### src/rtl/dff_seq_pkg.sv
// Shared types and constants for the dff stimulus/check sequencer.
// Holds the FSM state type, the pattern mode codes and the LFSR helpers.
package dff_seq_pkg;

  typedef enum logic [1:0] {
    ST_IDLE,
    ST_RUN,
    ST_DRAIN,
    ST_DONE
  } state_t;

  localparam logic [1:0] MODE_TOGGLE = 2'd0;
  localparam logic [1:0] MODE_LFSR   = 2'd1;
  localparam logic [1:0] MODE_ZERO   = 2'd2;
  localparam logic [1:0] MODE_ONE    = 2'd3;

  // Taps 8,6,5,4 (1-based) of a right-shifting Fibonacci LFSR.
  localparam logic [7:0] LFSR_TAPS = 8'b1011_1000;

  function automatic logic [7:0] lfsr_next(input logic [7:0] s);
    return {^(s & LFSR_TAPS), s[7:1]};
  endfunction

  function automatic logic pattern_bit(input logic [1:0] m, input logic k_lsb,
                                       input logic [7:0] s);
    logic b;
    case (m)
      MODE_TOGGLE: b = ~k_lsb;
      MODE_LFSR:   b = s[0];
      MODE_ZERO:   b = 1'b0;
      default:     b = 1'b1;
    endcase
    return b;
  endfunction

endpackage

### src/rtl/dff_seq_exp_pipe.sv
// LAT-deep shift register of {valid, value, idx}; the tail lines up with
// the flop output for the vector it describes.
module dff_seq_exp_pipe
  import dff_seq_pkg::*;
#(
  parameter int unsigned LAT = 1,
  parameter int unsigned IW  = 8
) (
  input  logic          cp,
  input  logic          rst_n,
  input  logic          push_valid,
  input  logic          push_value,
  input  logic [IW-1:0] push_idx,
  output logic          tail_valid,
  output logic          tail_value,
  output logic [IW-1:0] tail_idx
);

  logic [LAT-1:0] vld;
  logic [LAT-1:0] val;
  logic [IW-1:0]  ix [LAT];

  always_ff @(posedge cp or negedge rst_n) begin
    if (!rst_n) begin
      vld <= '0;
      val <= '0;
      for (int unsigned i = 0; i < LAT; i++) ix[i] <= '0;
    end else begin
      vld[0] <= push_valid;
      val[0] <= push_value;
      ix[0]  <= push_idx;
      for (int unsigned i = 1; i < LAT; i++) begin
        vld[i] <= vld[i-1];
        val[i] <= val[i-1];
        ix[i]  <= ix[i-1];
      end
    end
  end

  always_comb begin
    tail_valid = vld[LAT-1];
    tail_value = val[LAT-1];
    tail_idx   = ix[LAT-1];
  end

endmodule

### src/rtl/dff_seq_ctrl.sv
// Stimulus/check sequencer for a single-bit flop: issues NUM_VEC vectors on d,
// compares q against the LAT-delayed expectation, reports pass/errors/first fail.
module dff_seq_ctrl
  import dff_seq_pkg::*;
#(
  parameter int unsigned NUM_VEC = 16,
  parameter int unsigned LAT     = 1,
  parameter int unsigned IW      = 8,
  parameter int unsigned CW      = 8,
  parameter logic [7:0]  SEED    = 8'hA5
) (
  input  logic          cp,
  input  logic          rst_n,
  input  logic          start,
  input  logic [1:0]    mode,
  output logic          d,
  input  logic          q,
  output logic          busy,
  output logic          done,
  output logic          pass,
  output logic [CW-1:0] err_count,
  output logic [IW-1:0] first_fail
);

  localparam logic [IW-1:0] LAST_IDX   = IW'(NUM_VEC - 1);
  localparam logic [2:0]    DRAIN_LAST = 3'(LAT - 1);

  state_t        state, state_nxt;
  logic [1:0]    mode_q;
  logic [IW-1:0] idx;
  logic [7:0]    lfsr;
  logic [2:0]    drain_cnt;
  logic          accept, last_issue, push_valid, mismatch;
  logic          tail_valid, tail_value;
  logic [IW-1:0] tail_idx;

  always_ff @(posedge cp or negedge rst_n) begin
    if (!rst_n) state <= ST_IDLE;
    else        state <= state_nxt;
  end

  always_comb begin
    state_nxt = state;
    case (state)
      ST_IDLE, ST_DONE: if (start) state_nxt = ST_RUN;
      ST_RUN:           if (last_issue) state_nxt = ST_DRAIN;
      ST_DRAIN:         if (drain_cnt == DRAIN_LAST) state_nxt = ST_DONE;
      default:          state_nxt = ST_IDLE;
    endcase
  end

  always_comb begin
    busy       = (state == ST_RUN) || (state == ST_DRAIN);
    done       = (state == ST_DONE);
    pass       = done && (err_count == '0);
    accept     = start && ((state == ST_IDLE) || (state == ST_DONE));
    last_issue = (idx == LAST_IDX);
    push_valid = (state == ST_RUN);
    mismatch   = tail_valid && (q != tail_value);
  end

  // Vector 0 is loaded by the accepting edge so vector k sits on d for the whole
  // of RUN cycle k; the pipe records d as the flop captures it at the cycle end.
  always_ff @(posedge cp or negedge rst_n) begin
    if (!rst_n) begin
      mode_q    <= MODE_TOGGLE;
      idx       <= '0;
      lfsr      <= SEED;
      d         <= 1'b0;
      drain_cnt <= '0;
    end else if (accept) begin
      mode_q <= mode;
      idx    <= '0;
      lfsr   <= lfsr_next(SEED);
      d      <= pattern_bit(mode, 1'b0, SEED);
    end else if (state == ST_RUN) begin
      drain_cnt <= '0;
      if (!last_issue) begin
        idx  <= idx + IW'(1);
        lfsr <= lfsr_next(lfsr);
        d    <= pattern_bit(mode_q, ~idx[0], lfsr);
      end
    end else if (state == ST_DRAIN) begin
      drain_cnt <= drain_cnt + 3'd1;
    end
  end

  always_ff @(posedge cp or negedge rst_n) begin
    if (!rst_n) begin
      err_count  <= '0;
      first_fail <= '1;
    end else if (accept) begin
      err_count  <= '0;
      first_fail <= '1;
    end else if (mismatch) begin
      if (err_count != '1) err_count <= err_count + CW'(1);
      if (err_count == '0) first_fail <= tail_idx;
    end
  end

  dff_seq_exp_pipe #(
    .LAT(LAT),
    .IW (IW)
  ) u_pipe (
    .cp        (cp),
    .rst_n     (rst_n),
    .push_valid(push_valid),
    .push_value(d),
    .push_idx  (idx),
    .tail_valid(tail_valid),
    .tail_value(tail_value),
    .tail_idx  (tail_idx)
  );

endmodule

### config.mk
export PLATFORM = sky130hd
export DESIGN_NAME = dff_seq_ctrl
export DESIGN_NICKNAME = d
export VERILOG_FILES = /design/src/rtl/dff_seq_pkg.sv /design/src/rtl/dff_seq_exp_pipe.sv /design/src/rtl/dff_seq_ctrl.sv
export SDC_FILE = /design/constraint.sdc
export NUM_CORES = 1
export LEC_CHECK = 0
export ABC_AREA = 1
export CORE_MARGIN = 2
export CORE_UTILIZATION = 39
export DETAILED_ROUTE_END_ITERATION = 10
export SLEW_MARGIN = 40
export SYNTH_ARGS = -nofsm -noshare
export SYNTH_HDL_FRONTEND = slang
export SYNTH_SLANG_ARGS = --single-unit
### constraint.sdc
create_clock -name cp -period 4.95 [get_ports cp]
set_input_delay 0.7425 -clock cp [delete_from_list [all_inputs] [get_ports cp]]
set_output_delay 0.7425 -clock cp [all_outputs]
set_load 0.02 [all_outputs]
---- Word-level counts from Yosys, hierarchy flattened ----
Cells that the tools add are included.
cells by class
  add/subtract/negate cells ............... 3
  equality and inequality tests ........... 13
  mux-type cells .......................... 23
  bitwise logic cells ..................... 1
  reductions and logical operators ........ 21
operator list
  operator                                       number
  2-to-1 mux 8 bit                               12
  adder 8 x 1 -> 8 bit, second input constant    2
  nonzero test 2 bit                             5
  == test 2 bit, second input constant           4
  == test 8 x 4 -> 1 bit, second input constant  1
  zero test 8 bit                                1
  inequality test 2 bit, second input constant   4
  inequality test 8 bit, second input constant   1
  AND reduction 2 bit                            4
  parity 8 bit                                   1
  2-to-1 mux 2 bit                               3
  2-to-1 mux 3 bit                               2
  one-hot mux 2 bit (3 select lines)             1
  == test 2 x 1 -> 1 bit, second input constant  2
  zero test 2 bit                                2
  2-to-1 mux 1 bit                               4
  adder 3 x 1 -> 3 bit, second input constant    1
  logical AND 1 bit                              3
  zero test 3 bit                                1
  one-hot mux 1 bit (3 select lines)             1
  AND reduction 3 bit                            1
  logical OR 1 bit                               2
  OR reduction 2 bit                             1
  inequality test 1 bit                          1
  NOT 1 bit                                      1
storage, ports and cells
  flip-flop bits (word level) ............. 50
  input port bits ......................... 6
  logic and storage cells ................. 72

---- Longest topological paths before layout ----
  depth in word-level cells ............... 5
  depth in mapped cells ................... 8
  depth with buffers taken out ............ 8

---- Cells and area by module ----
From an unflattened synthesis, not the netlist that was laid out.
unflattened totals
  cells, all modules ...................... 288
  area total of the unflattened synthesis .. 2428.6 µm²
modules (own cells, without submodules)
  module            times used  cells each  area each (µm²)  seq. area each (µm²)
  dff_seq_ctrl      1           278         2178.3           1016.0
  dff_seq_exp_pipe  1           10          250.2            250.2

---- Least setup slack after synthesis ----
Ideal clock, no wire load.
  path kind ............................... reg-to-output
  start point ............................. register err_count[0]
  end point ............................... output port pass
  data arrival time ....................... 1.307 ns
  path slack .............................. 2.901 ns
  cell stages (with the launch flop) ...... 5
  cells stage by stage .................... dfrtp_1 inv_1 ha_1 nand2_1 nor3b_1
on the way
  cells in the longest elaborated chain, start to end .. 2
RTL lines
  element                 line                text
  start, declared         dff_seq_ctrl.sv:21  output logic [CW-1:0] err_count,
  start signal, assigned  dff_seq_ctrl.sv:96  if (err_count != '1) err_count <= err_count + CW'(1);
  zero test 8 bit         dff_seq_ctrl.sv:55  pass = done && (err_count == '0);
  logical AND 1 bit       dff_seq_ctrl.sv:55
  end, declared           dff_seq_ctrl.sv:20  output logic pass,
Every way passes these cells.

---- Worst setup path after layout ----
  start point ............................. register state[0]
  end point ............................... output port busy
on the way
  cells in the longest elaborated chain, start to end .. 2
RTL lines
  element                                                         line                text
  start, declared                                                 dff_seq_ctrl.sv:28  state_t state, state_nxt;
  start signal, assigned                                          dff_seq_ctrl.sv:39  else state <= state_nxt;
  == test 2 x 1 -> 1 bit / == test 2 bit (equally long branches)  dff_seq_ctrl.sv:53  busy = (state == ST_RUN) || (state == ST_DRAIN);
  logical OR 1 bit (*)                                            dff_seq_ctrl.sv:53
  end, declared                                                   dff_seq_ctrl.sv:18  output logic busy,
Every way passes the cells marked *; elsewhere a longest branch is shown, timed or not.

==> metrics.log <==
[metrics] final worst path period share: between 50% and 60%
[metrics] remaining number of nets flagged by the antenna check after routing: 0
[metrics] final number of setup-violating endpoints: 0
[metrics] last weighted congestion value of the routability-driven placer: around 0.74
[metrics] met2 Track Usage GR: about 22%
[metrics] share of the core filled with cells in the final layout: 46.30%
[metrics] Fmax achieved: ~0.38 GHz
[metrics] hold path depth: 0
[metrics] GRT met3 Usage: 2.967%
[metrics] layer with the highest usage: met2
[metrics] Global Route met1 Usage: approximately a fifth
[metrics] crit start category: register
[metrics] clock latency on the worst-skew pair: 0.30 ns
[metrics] Data required, critical path: 4.21 ns
[metrics] Worst IR Drop VDD: 0.0003008 V
[metrics] Detailed Place HPWL: just over 3000 um
[metrics] root buffer cell: sky130_fd_sc_hd__clkbuf_8
[metrics] post-layout minimum cycle time: 2.636 ns
[metrics] synthesized cell area: 2492 um^2
[metrics] DIE HEIGHT: 83.94 um
[metrics] gr ovfl total: 0
[metrics] Clk pin slew, worst setup/hold paths: 0.09 ns
[metrics] hold-critical path endpoint: u_pipe.tail_idx[7]
[metrics] pins over their slew limit: 0
[metrics] Detailed Route WL: around 4400 um
[metrics] WS Path Type: reg2out
[metrics] fraction of the yosys area taken by sequential cells: between 50 and 60%
[metrics] type of destination of the critical path: output port
[metrics] Core Region: 6277 um^2
[metrics] synthesized instance count: 293
[metrics] pwr dens: around 600 nW/um^2
[metrics] Final Net Count: 337
[metrics] Distinct cells, synth: 31
[metrics] maximum number of pins on one net before global-route repair: 51
[metrics] initial antenna violation count: 0
[metrics] proportion of netlist area held by the largest area contributor: 38.15%
[metrics] number of vias per cell after detailed routing: 4.620
[metrics] number of violations of the max-capacitance limit: 0
[metrics] final hold violation count: 0
[metrics] slack of the worst reg-to-reg path: 3.00 ns
[metrics] number of warnings issued by yosys: 0
[metrics] Detailed Routing Iterations Pass 1: 4
[metrics] number of antenna diodes: 0
[metrics] Setup TNS: 0 ns
[metrics] Inserted Clock Buffers: 5
[metrics] min-delay src: idx[7]
[metrics] initial standard-cell utilization of the core: 39.70%
[metrics] slew of the pin with the lowest slew margin: 0.6048 ns
[metrics] type of the tightest min-delay check: reg2reg
[metrics] post-synthesis to final-layout area growth: 16.62%
[metrics] global-route total usage across every layer: 13.65%
[metrics] Num Clock Sinks: 50
[metrics] top post-synthesis cells by area: sky130_fd_sc_hd__dfrtp_1 (38%), sky130_fd_sc_hd__nand2_1 (16%), sky130_fd_sc_hd__dfstp_2 (13%), sky130_fd_sc_hd__ha_1 (4.5%), sky130_fd_sc_hd__nand3_1 (4.0%)
[metrics] total number of vias: between 1500 and 2000
[metrics] worst flop-to-flop path startpoint: state[0]
[metrics] CTS H-tree depth: 2
[metrics] number of instances resized during post-cts repair: 0
[metrics] data arrival at the endpoint of the critical path: 1.89 ns
[metrics] number of buffers added to fix hold violations after cts: 0
[metrics] Post-Route Skew: 0.004225 ns
[metrics] CTS max path bufs: 2
[metrics] global-route wire length before repair: 7817 um
[metrics] Yosys top cell by area: sky130_fd_sc_hd__dfrtp_1
[metrics] Max transition margin: 59.68%
[metrics] wire length per cell after detailed routing: 11.05 um
[metrics] Net Count, Synth: 308
[metrics] TritonCTS clock tree: built
[metrics] RSZ-0062 raised after global routing: false
[metrics] number of buffers inserted to repair setup after CTS: 0
[metrics] die extent in x: 83.94 um
[metrics] I/O pin count: 26
[metrics] flip-flop and latch count after synthesis: 50
[metrics] reg2reg end: lfsr[3]
[metrics] number of remaining DRC errors: 0
[metrics] count of routing violations after the opening detailed-route iteration: a little over 90
[metrics] IO buf count: 25
[metrics] row count: 29
[metrics] Die Area: between 7000 and 8000 um^2
[metrics] r2r worst-path depth: 8
[metrics] per-instance average area after synthesis: around 8.5 um^2
[metrics] placed inst area: 2790 um^2
[metrics] result of the run: finished, final reports clean
[metrics] share of final-layout standard cells stronger than drive strength 1: between 10% and 20%
[metrics] maximum net fanout on the critical path: 6
[metrics] area of all placed cells without fillers: 2907 um^2
[metrics] Leakage Power: roughly 1.4 nW
[metrics] vias in the first global route: 1699
per-stage QoR:
stage / total power (W) / std cells / worst slack [ns] / hold slack, ns
global route: 0.001913 / 400 / 2.171 / 0.4786
global placement: 0.001465 / 392 / 2.562 / 0.4410
finish: 0.001750 / 400 / 2.314 / 0.4603
detailed placement: 0.001476 / 392 / 2.572 / 0.4430
CTS: 0.001779 / 400 / 2.299 / 0.4644
floorplan: 0.001282 / 293 / 2.901 / 0.4143
layout by cell type (no fill, tap or decap), types with 3 or more instances in the layout:
| master | n |
|---|---|
| sky130_fd_sc_hd__nand2_1 | 109 |
| sky130_fd_sc_hd__clkdlybuf4s50_1 | 24 |
| sky130_fd_sc_hd__dfstp_2 | 12 |
| sky130_fd_sc_hd__clkbuf_8 | 6 |
| sky130_fd_sc_hd__xor2_1 | 7 |
| sky130_fd_sc_hd__nand3_1 | 20 |
| sky130_fd_sc_hd__o21ai_0 | 15 |
| sky130_fd_sc_hd__ha_1 | 9 |
| sky130_fd_sc_hd__nor2_1 | 23 |
| sky130_fd_sc_hd__inv_1 | 23 |
| sky130_fd_sc_hd__o21ai_2 | 3 |
| sky130_fd_sc_hd__or2_2 | 7 |
| sky130_fd_sc_hd__dfrtp_1 | 38 |
report_power, final:
part	internal [W]	leakage, nW	switching (W)
Sequential	0.000572	0.627	0.000102
Clock	0.000165	0.0585	0.000131
Combinational	0.000307	0.730	0.000472
Total	0.00104	1.42	0.000705
kinds of logic after synthesis:
logic type | share of synthesized area [%]
xor gates and xnor gates | 3.163
DFF | 50.80
adders and majority gates | 4.518
and+or+nand+nor | 29.32
AOI/OAI and AO/OA | 6.225
buffers and inverters | 5.973
critical path, stage by stage, from the launching register on:
cell and delay, ns:
sky130_fd_sc_hd__dfrtp_1 0.42, sky130_fd_sc_hd__inv_1 0.06, sky130_fd_sc_hd__ha_1 0.33, sky130_fd_sc_hd__inv_1 0.16
sky130_fd_sc_hd__clkdlybuf4s50_1 0.63
how the worst max path moves through the flow:
stage                 start      end  slack [ns]  cells after the start
2_1_floorplan  err_count[0]     pass        2.90                      4
3_3_place_gp          start  lfsr[3]        2.56                      7
3_5_place_dp          start  lfsr[3]        2.57                      7
4_1_cts            state[0]     busy        2.30                      4
5_1_grt            state[0]     busy        2.17                      4
6_report           state[0]     busy        2.31                      4
synthesized netlist by cell type, drive strengths merged:
library cell,n
nand3,21
ha,9
nand3b,1
nand2,112
inv,24
xor2,7
or2,8
dfrtp,38
o21ai,20
o21bai,2
and2,1
buf,5
nor3b,1
xnor2,2
nor2,25
a21oi,2
nand4,2
o21a,1
dfstp,12
area by class of cell:
| class | instances | area (um^2) |
|---|---|---|
| Clock inverter | 1 | 30.03 |
| Fill cell | 637 | 3371 |
| Clock buffer | 7 | 86.33 |
| Multi-Input combinational cell | 214 | 1077 |
| Timing Repair Buffer | 27 | 260.3 |
| Sequential cell | 50 | 1266 |
| Tap cell | 77 | 96.34 |
| Inverter | 24 | 90.09 |
sequential cells by signal, summed over array words and instances, names as in the netlist:
signal             cells
lfsr                   8
u_pipe.tail_value      1
mode_q                 2
first_fail             8
u_pipe.tail_valid      1
err_count              8
drain_cnt              3
u_pipe.tail_idx        8
d                      1
idx                    8
state                  2
metal layers:
metal	routed length, um	share of wire (%)
met1	2233	51
met4	44	1.0
met5	0	0
met3	103	2.3
met2	2038	46
Power figures use the tool's default switching activity.
